<file path="config.mk">
export PLATFORM = sky130hd
export DESIGN_NAME = gpio_in_capture_flat
export DESIGN_NICKNAME = d
export VERILOG_FILES = /design/src/rtl/gpio_in_capture_pkg.sv /design/src/rtl/gpio_in_capture_if.sv /design/src/rtl/gpio_in_capture_debounce.sv /design/src/rtl/gpio_in_capture.sv /design/src/flat_wrapper.sv
export SDC_FILE = /design/constraint.sdc
export NUM_CORES = 1
export LEC_CHECK = 0
export BUFFER_PORTS_ARGS = -buffer_cell sky130_fd_sc_hd__buf_2
export CORE_MARGIN = 2
export CORE_UTILIZATION = 52
export CTS_CLUSTER_SIZE = 8
export DETAILED_ROUTE_END_ITERATION = 10
export GPL_TIMING_DRIVEN = 0
export PLACE_DENSITY = 0.75
export SKIP_LAST_GASP = 1
export SYNTH_ARGS = -nofsm -noshare
export SYNTH_HDL_FRONTEND = slang
export SYNTH_SLANG_ARGS = --single-unit
export TNS_END_PERCENT = 1
</file>
<file path="constraint.sdc">
create_clock -name clk -period 2.55 [get_ports clk]
set_input_delay 0.51 -clock clk [delete_from_list [all_inputs] [get_ports clk]]
set_output_delay 0.51 -clock clk [all_outputs]
set_load 0.02 [all_outputs]
</file>
<file path="src/rtl/gpio_in_capture_pkg.sv">
// Shared definitions for the GPIO input-capture block: register offsets
// (including those of the companion output port) and sizing helpers.
package gpio_in_capture_pkg;

  localparam int GPIO_W = 8;

  // Offsets used by the companion GPIO output port on the same bus.
  localparam logic [2:0] GPIO_OUT_OFS  = 3'd0;
  localparam logic [2:0] GPIO_TRIS_OFS = 3'd1;
  localparam logic [2:0] GPIO_IN_OFS   = 3'd2;

  typedef enum logic [2:0] {
    REG_PIN     = 3'd0,
    REG_RISE_EN = 3'd1,
    REG_FALL_EN = 3'd2,
    REG_FLAG    = 3'd3,
    REG_IE      = 3'd4,
    REG_RAW     = 3'd5
  } gpio_in_reg_e;

  // A one-cycle debounce still needs a one-bit counter.
  function automatic int cnt_width(input int n);
    return (n > 1) ? $clog2(n) : 1;
  endfunction

endpackage

</file>
<file path="src/rtl/gpio_in_capture_if.sv">
// CPU peripheral bus seen by the GPIO input-capture block.
interface gpio_in_capture_if;
  logic [7:0] addr;
  logic [7:0] din;
  logic [7:0] dout;
  logic       wr_en;
  logic       rd_en;

  modport master (output addr, output din, output wr_en, output rd_en, input dout);
  modport slave  (input addr, input din, input wr_en, input rd_en, output dout);
endinterface

</file>
<file path="src/rtl/gpio_in_capture_debounce.sv">
// One pin: 2-FF synchroniser, stability counter, debounced level and
// single-cycle rise/fall pulses coincident with the level change.
module gpio_in_capture_debounce
  import gpio_in_capture_pkg::*;
#(
  parameter int DEB_CYCLES = 4
) (
  input  logic clk,
  input  logic reset,
  input  logic pin_async,
  output logic raw,
  output logic level,
  output logic rise,
  output logic fall
);

  localparam int CNT_W = cnt_width(DEB_CYCLES);
  localparam logic [CNT_W-1:0] CNT_LAST = CNT_W'(DEB_CYCLES - 1);

  logic             sync_p0;
  logic             sync_p1;
  logic [CNT_W-1:0] cnt;
  logic             settle;

  assign raw    = sync_p1;
  assign settle = (sync_p1 != level) && (cnt == CNT_LAST);
  assign rise   = settle & sync_p1;
  assign fall   = settle & ~sync_p1;

  always_ff @(posedge clk or posedge reset) begin
    if (reset) begin
      sync_p0 <= 1'b0;
      sync_p1 <= 1'b0;
      cnt     <= '0;
      level   <= 1'b0;
    end else begin
      // synchroniser stage boundary
      sync_p0 <= pin_async;
      sync_p1 <= sync_p0;
      if (sync_p1 == level) begin
        cnt <= '0;
      end else if (settle) begin
        level <= sync_p1;
        cnt   <= '0;
      end else begin
        cnt <= cnt + 1'b1;
      end
    end
  end

endmodule

</file>
<file path="src/rtl/gpio_in_capture.sv">
// GPIO input capture: debounced pins, sticky edge flags with W1C, per-bit
// interrupt enables and a registered-read register file on the CPU bus.
module gpio_in_capture
  import gpio_in_capture_pkg::*;
#(
  parameter int ADDR_LSB          = 0,
  parameter int OPT_MEM_ADDR_BITS = 2,
  parameter int DEB_CYCLES        = 4
) (
  input  logic                     clk,
  input  logic                     reset,
  gpio_in_capture_if.slave         bus,
  input  logic [GPIO_W-1:0]        pin_in,
  output logic                     irq
);

  localparam int LOC_W = OPT_MEM_ADDR_BITS + 1;

  logic [LOC_W-1:0]  loc_addr;
  logic              unused_addr;
  logic [GPIO_W-1:0] pin, raw, rise, fall;
  logic [GPIO_W-1:0] rise_en, fall_en, flag, ie;
  logic [GPIO_W-1:0] w1c, flag_set, rd_data;

  assign loc_addr    = bus.addr[ADDR_LSB+OPT_MEM_ADDR_BITS:ADDR_LSB];
  assign unused_addr = ^bus.addr;

  for (genvar i = 0; i < GPIO_W; i++) begin : g_bit
    gpio_in_capture_debounce #(.DEB_CYCLES(DEB_CYCLES)) u_deb (
      .clk       (clk),
      .reset     (reset),
      .pin_async (pin_in[i]),
      .raw       (raw[i]),
      .level     (pin[i]),
      .rise      (rise[i]),
      .fall      (fall[i])
    );
  end

  // An edge landing in the same cycle as its W1C survives the clear.
  assign flag_set = (rise & rise_en) | (fall & fall_en);

  always_comb begin
    w1c = '0;
    if (bus.wr_en && (loc_addr == LOC_W'(REG_FLAG))) w1c = bus.din;
  end

  always_comb begin
    rd_data = '0;
    case (loc_addr)
      LOC_W'(REG_PIN):     rd_data = pin;
      LOC_W'(REG_RISE_EN): rd_data = rise_en;
      LOC_W'(REG_FALL_EN): rd_data = fall_en;
      LOC_W'(REG_FLAG):    rd_data = flag;
      LOC_W'(REG_IE):      rd_data = ie;
      LOC_W'(REG_RAW):     rd_data = raw;
      default:             rd_data = '0;
    endcase
  end

  always_ff @(posedge clk or posedge reset) begin
    if (reset) begin
      rise_en  <= '0;
      fall_en  <= '0;
      flag     <= '0;
      ie       <= '0;
      bus.dout <= '0;
    end else begin
      // register file / read data stage boundary
      if (bus.wr_en) begin
        case (loc_addr)
          LOC_W'(REG_RISE_EN): rise_en <= bus.din;
          LOC_W'(REG_FALL_EN): fall_en <= bus.din;
          LOC_W'(REG_IE):      ie      <= bus.din;
          default: ;
        endcase
      end
      flag <= (flag & ~w1c) | flag_set;
      if (bus.rd_en && !bus.wr_en) bus.dout <= rd_data;
    end
  end

  assign irq = |(flag & ie);

endmodule

</file>
<file path="src/flat_wrapper.sv">
// flat-port wrapper written by rule: the top's interface ports become plain ports
module gpio_in_capture_flat import gpio_in_capture_pkg::*;
#(
  parameter int ADDR_LSB          = 0,
  parameter int OPT_MEM_ADDR_BITS = 2,
  parameter int DEB_CYCLES        = 4
)
  (clk, reset, pin_in, irq, bus_addr, bus_din, bus_wr_en, bus_rd_en, bus_dout);
  gpio_in_capture_if bus_i ();
  input  logic clk;
  input  logic reset;
  input  logic [GPIO_W-1:0] pin_in;
  output logic irq;
  input wire logic [$bits(bus_i.addr)-1:0] bus_addr;
  input wire logic [$bits(bus_i.din)-1:0] bus_din;
  input wire logic [$bits(bus_i.wr_en)-1:0] bus_wr_en;
  input wire logic [$bits(bus_i.rd_en)-1:0] bus_rd_en;
  output wire logic [$bits(bus_i.dout)-1:0] bus_dout;
  assign bus_i.addr = bus_addr;
  assign bus_i.din = bus_din;
  assign bus_i.wr_en = bus_wr_en;
  assign bus_i.rd_en = bus_rd_en;
  assign bus_dout = bus_i.dout;
  gpio_in_capture #(.ADDR_LSB(ADDR_LSB), .OPT_MEM_ADDR_BITS(OPT_MEM_ADDR_BITS), .DEB_CYCLES(DEB_CYCLES)) u_core (.clk(clk), .reset(reset), .bus(bus_i), .pin_in(pin_in), .irq(irq));
endmodule
</file>
After elaboration in Yosys (flattened, before gate mapping)
Cells that the tools add are included.

operators by class
  muxes and demuxes = 18
  eq/ne operators = 29
  reductions and logical operators = 24
  bitwise operators = 39
  add/sub/neg operators = 8

operator list
  kind                   count
  $pmux W8 S6            1
  $and A8 B8 Y8          4
  $mux W2                16
  $reduce_and A2 Y1      11
  $add A2 B1 Y2 const B  8
  $and A1 B1 Y1          16
  $eq A2 B2 Y1 const B   8
  $not A1 Y1             16
  $or A8 B8 Y8           2
  $logic_and A1 B1 Y1    10
  $eq A1 B1 Y1           8
  $mux W8                1
  $ne A1 B1 Y1           8
  $not A8 Y8             1
  $reduce_or A8 Y1       1
  $eq A3 B2 Y1 const B   2
  $eq A3 B3 Y1 const B   2
  $eq A3 B1 Y1 const B   1
  $logic_not A3 Y1       1
  $logic_not A1 Y1       1

word-level totals
  input port bits = 28
  word-level logic and storage cells = 155
  output and inout bits = 9
  bits in registers = 80

Logic depth before layout (Yosys ltp)
  word-level depth = 6
  depth in mapped cells = 5
  gate-level depth less buffers = 3

Modules after synthesis
Synthesis repeated with hierarchy kept, for this count alone.

unflattened totals
  cells, all modules = 286
  area total of the unflattened synthesis = 3569.7 um2

by module, submodules not included
  module                    cells an instance  instances  area an instance (um2)  seq. area each (um2)
  gpio_in_capture           166                1          2048.2                  1001.0
  gpio_in_capture_debounce  15                 8          190.2                   125.1

Worst setup path before layout
No wires, ideal clock.

  path type = input to register
  start = input bus_addr[2]
  end = register u_core.fall_en[0]
  slack = 828 ps
  arrival = 1597 ps
  cell stages on the path = 4
  library setup time = 125 ps
  buffers on the path = 1
  required time = 2425 ps
  cells stage by stage = buf_2 -> nand2b_2 -> nor3b_4 -> mux2_2

between the ends
  longest elaborated chain between the ends = 2

RTL lines
  what                                RTL line               source
  from (decl)                         flat_wrapper.sv:14     input wire logic [$bits(bus_i.addr)-1:0] bus_addr;
  $eq A3 B2 Y1                        gpio_in_capture.sv:71  case (loc_addr)
  $reduce_and A2 Y1 (no source line)  --
  to (signal assigned)                gpio_in_capture.sv:73  LOC_W'(REG_FALL_EN): fall_en <= bus.din;
  to (decl)                           gpio_in_capture.sv:22  logic [GPIO_W-1:0] rise_en, fall_en, flag, ie;

No other way between the ends.
A chain may end at the register's enable or synchronous reset.

Final worst setup path
  start = register u_core.flag[5]
  end = output irq

between the ends
  longest elaborated chain between the ends = 2

RTL lines
  what                    RTL line               source
  from (decl)             gpio_in_capture.sv:22
  from (signal assigned)  gpio_in_capture.sv:78  flag <= (flag & ~w1c) | flag_set;
  $and A8 B8 Y8           gpio_in_capture.sv:83  assign irq = |(flag & ie);
  $reduce_or A8 Y1        gpio_in_capture.sv:83
  to (decl)               flat_wrapper.sv:13     output logic irq;

No other way between the ends.

==> flow_results.org <==
** GRT
- The number of antenna violations at the first check in global routing was 0.
- GRT overflow :: 0
- Total routing usage reported by global routing :: 20.8%
- The number of global-route vias before repair was 2291.
- Wire length of the first global-routing pass :: 11600 um
- Entering global routing, the biggest net connects 42 pins.

** Placement
- Dpl hpwl :: 4630 um
- Placed cell areas :: 3760 sq um
- Buffers placed on the I/O ports in this run total 30.
- Final RePlAce weighted congestion :: 0.838

** Power
- Leak :: 1.81 nW
- In this run the power density over the cells is 960 nW/um^2.
- Maximum VDD drop :: 0.488 mV

** Routing
- Once detail routing completed, the nets flagged for antenna violations numbered 0.
- Dividing the detail-routed wire length by the instance count gives 17.6 um.
- Number of iterations in the first detailed-routing pass :: 4
- Using the TritonRoute via totals, the vias-per-cell ratio works out to 5.79.
- Total routed wirelength :: 6800 um
- After detailed routing, the number of remaining DRC violations is 0.
- Vias after detailed routing :: 2234
- DR iter-0 viols :: 159

** STA
- The number of hold violations in the final report is 0.
- Max Fclk :: 0.532 GHz
- Total count of max-transition violations in the final report :: 0
- Transition time at the pin with the least slew margin :: 0.889 ns
- Hold timing on the final database bottoms out at a slack of 0.254 ns.
- Setup violations remaining at the end of the flow were counted as 0.
- Clock Skew :: 0.00866 ns
- Setup repair after global routing missed its margin :: false
- After layout, the minimum clock period comes to 1.88 ns.
- Dividing the final minimum period by the clock period gives 73.7%.
- Worst slew slack as a fraction of its limit :: 40.6%
- Setup total negative slack on the finished layout was measured at 0 ns.

** Floorplan
- The die is 86.0 um tall.
- Placeable core region :: 6420 sq um
- The floorplan has 29 rows.
- Initial core utilization :: 54.4%
- The die covers 7390 sq um.
- Measured along the x axis, the die boundary spans 86.0 um.
- 37 I/O pins were placed.

** Finish
- The multi-input combinational cells in the finished layout cover a total of 1430 sq um.
- The filler cells instantiated in the layout total 508.
- Leading cell type in the layout, fill and taps excluded :: sky130_fd_sc_hd__dfrtp_1
- The library cells used most frequently in the layout, excluding fill and tap cells, are 80 x sky130_fd_sc_hd__dfrtp_1, 37 x sky130_fd_sc_hd__mux2_2, 36 x sky130_fd_sc_hd__buf_2.
- Of the cells placed in the final design, the portion with a size suffix greater than 1 is 31.4%.
- For this run, the post-layout net count is 340.
- Relative to the synthesized area, the layout overhead comes to 14.0%.
- After routing the design area is 3990 sq um.
- Post-Route Utilization :: 62.0%
- Antenna diode instance count :: 0
- Across the whole layout, storage elements account for 2000 sq um.

** Synthesis
- Of all flip-flops after synthesis, the portion carrying an async set or reset was 100%.
- In this run, synthesis produced a sequential element count of 80.
- Synthesized net count :: 298
- Averaged over all synthesized cells, the footprint is 13.3 sq um.
- The most used flip-flop cell after synthesis is sky130_fd_sc_hd__dfrtp_1.
- Top cell type by total area after synthesis :: sky130_fd_sc_hd__dfrtp_1
- Post-synthesis sequential area ratio :: 57.3%
- After synthesis, the netlist uses 41 different library cells.
- Gate Count Post-Synth :: 262
- Cell Area, Synth :: 3490 sq um
- Synthesis Warnings :: 0
- Area share of the leading cell type in the synthesized netlist :: 57.3%
- Top cells by area in the synthesized netlist :: sky130_fd_sc_hd__dfrtp_1 57%, sky130_fd_sc_hd__mux2_2 12%, sky130_fd_sc_hd__ha_1 2.9%, sky130_fd_sc_hd__mux2i_1 2.9%, sky130_fd_sc_hd__nand2_1 2.6%
- The synthesized design contains 0 enable-type register cells.

** Clock network
- The root buffer cell chosen for the clock tree is sky130_fd_sc_hd__clkbuf_8.
- After clock tree synthesis, the clock-pin slew on the worst setup and hold paths is 0.08 ns.
- Number of buffers added for setup after CTS :: 0
- No sink is reached through more buffers than the 2 on the longest clock path.
- Hold buffers post-CTS :: 0
- TritonCTS built the clock tree.
- In this run, CTS created clock tree buffers numbering 9.
- Number of sinks driven by the clock tree :: 80
- Gates resized during post-CTS repair numbered 0.
- H-tree Lvls :: 3
- At the later pin of the worst-skew pair, clock insertion delay measures 0.35 ns.

** Worst setup path
- Crit path max-delay cell type :: sky130_fd_sc_hd__dfrtp_1
- The worst setup path is captured at a primary output.
- Traced cell by cell, the critical path runs through a22oi_1 > nand4_1 > buf_2.
- CP max stage delay :: 0.42 ns
- The worst register-to-register path begins at u_core.g_bit[1].u_deb.raw.
- In this run the critical register-to-register path is captured at u_core.bus.dout[1].
- The most critical setup path has its endpoint at irq.
- First element of the critical path :: u_core.flag[5]
- Data arrival, critical path :: 1.37 ns
- The worst register-to-register path has a depth of 3.
- For flop-to-flop paths, the worst setup slack is 1.10 ns.
- Along the worst path, the maximum fanout reaches 3.
- WP data required :: 2.04 ns
- The critical path is of the flip-flop to primary output type.
- CP Launch Type :: flip-flop

** Hold path
- Along the worst hold path, the cell count comes to 1.
- Class of the tightest hold or removal check :: input port to flip-flop

** Status
- Outcome :: finished clean

** Job
- Number of max-capacitance violations reported :: 0
metal layers:
metal	GRT usage [%]	vias up	part of all wire, %
met3	5.97	13	6.3
li1	-	1046	-
met2	31.6	57	46
met4	8.23	0	1.9
met1	28.4	1118	46
met5	0	-	0
worst max-delay path: cells and delay by family (launching register included):
kind            cells  cell delay, ns
compound gates      1            0.25
buf+inv             1            0.19
flops               1            0.42
simple gates        1            0.15
report_power, final:
part | total, mW | internal (mW) | switching, mW
clock | 1.02 | 0.556 | 0.464
combinational | 0.894 | 0.502 | 0.393
sequential | 1.91 | 1.62 | 0.291
total | 3.83 | 2.68 | 1.15
registers in the layout, summed over array words and instances (netlist names):
signal	count
u_core.g_bit.u_deb.cnt	16
u_core.bus.dout	8
u_core.fall_en	8
u_core.flag	8
u_core.g_bit.u_deb.level	8
u_core.g_bit.u_deb.raw	8
u_core.g_bit.u_deb.sync_p0	8
u_core.ie	8
u_core.rise_en	8
metrics by stage:
stage | setup WS (ns) | cells | total power [mW]
6_report | 0.671 | 386 | 3.83
3_5_place_dp | 0.490 | 370 | 2.83
5_1_grt | 0.615 | 386 | 4.04
2_1_floorplan | 0.828 | 262 | 2.55
4_1_cts | 0.677 | 386 | 3.86
3_3_place_gp | 0.497 | 369 | 2.77
kinds of logic (layout without fill, tap and decap cells):
kind of cell / after synthesis / in the layout / synth area share [%]
mux: 50 / 50 / 16.7
flops: 80 / 80 / 57.3
compound gates: 34 / 34 / 7.73
simple gates: 69 / 69 / 11.6
fa+ha+maj: 8 / 8 / 2.86
xor+xnor: 8 / 8 / 2.01
buf+inv: 13 / 60 / 1.83
cells in the mapped netlist, types with 2 or more instances:
cell / count
sky130_fd_sc_hd__o32a_1: 2
sky130_fd_sc_hd__mux4_2: 3
sky130_fd_sc_hd__o41ai_1: 2
sky130_fd_sc_hd__o221ai_1: 2
sky130_fd_sc_hd__ha_1: 8
sky130_fd_sc_hd__buf_2: 6
sky130_fd_sc_hd__nor3_1: 8
sky130_fd_sc_hd__a221oi_1: 2
sky130_fd_sc_hd__a211oi_1: 2
sky130_fd_sc_hd__nor2b_1: 10
sky130_fd_sc_hd__nand2b_1: 2
sky130_fd_sc_hd__xnor2_1: 8
sky130_fd_sc_hd__and2_1: 2
sky130_fd_sc_hd__o2bb2ai_1: 3
sky130_fd_sc_hd__o21ai_0: 5
sky130_fd_sc_hd__inv_1: 3
sky130_fd_sc_hd__clkbuf_1: 2
sky130_fd_sc_hd__mux2i_1: 10
sky130_fd_sc_hd__mux2_2: 37
sky130_fd_sc_hd__and3b_1: 2
sky130_fd_sc_hd__a22o_1: 8
sky130_fd_sc_hd__a22oi_1: 4
sky130_fd_sc_hd__nand2_1: 24
sky130_fd_sc_hd__nand3b_1: 11
sky130_fd_sc_hd__dfrtp_1: 80
worst min-delay path by stage:
stage | slack, ns | from | endpoint
after floorplan | 0.33 | u_core.g_bit[0].u_deb.sync_p0 | u_core.g_bit[0].u_deb.raw
after global placement | 0.33 | u_core.g_bit[6].u_deb.sync_p0 | u_core.g_bit[6].u_deb.raw
after detailed placement | 0.33 | u_core.g_bit[1].u_deb.sync_p0 | u_core.g_bit[1].u_deb.raw
after CTS | 0.24 | pin_in[6] | u_core.g_bit[6].u_deb.sync_p0
after global routing | 0.24 | pin_in[4] | u_core.g_bit[4].u_deb.sync_p0
final | 0.25 | pin_in[6] | u_core.g_bit[6].u_deb.sync_p0
area by class of cell:
cell class / instances / share of cell area, %
sequential: 80 / 50.2
multi-input combinational: 169 / 35.9
timing repair buffer: 31 / 4.27
clock buffer: 10 / 3.20
tap: 77 / 2.42
clock inverter: 6 / 2.32
buffer: 9 / 1.22
inverter: 4 / 0.471
(Power assumes the default switching activity.)
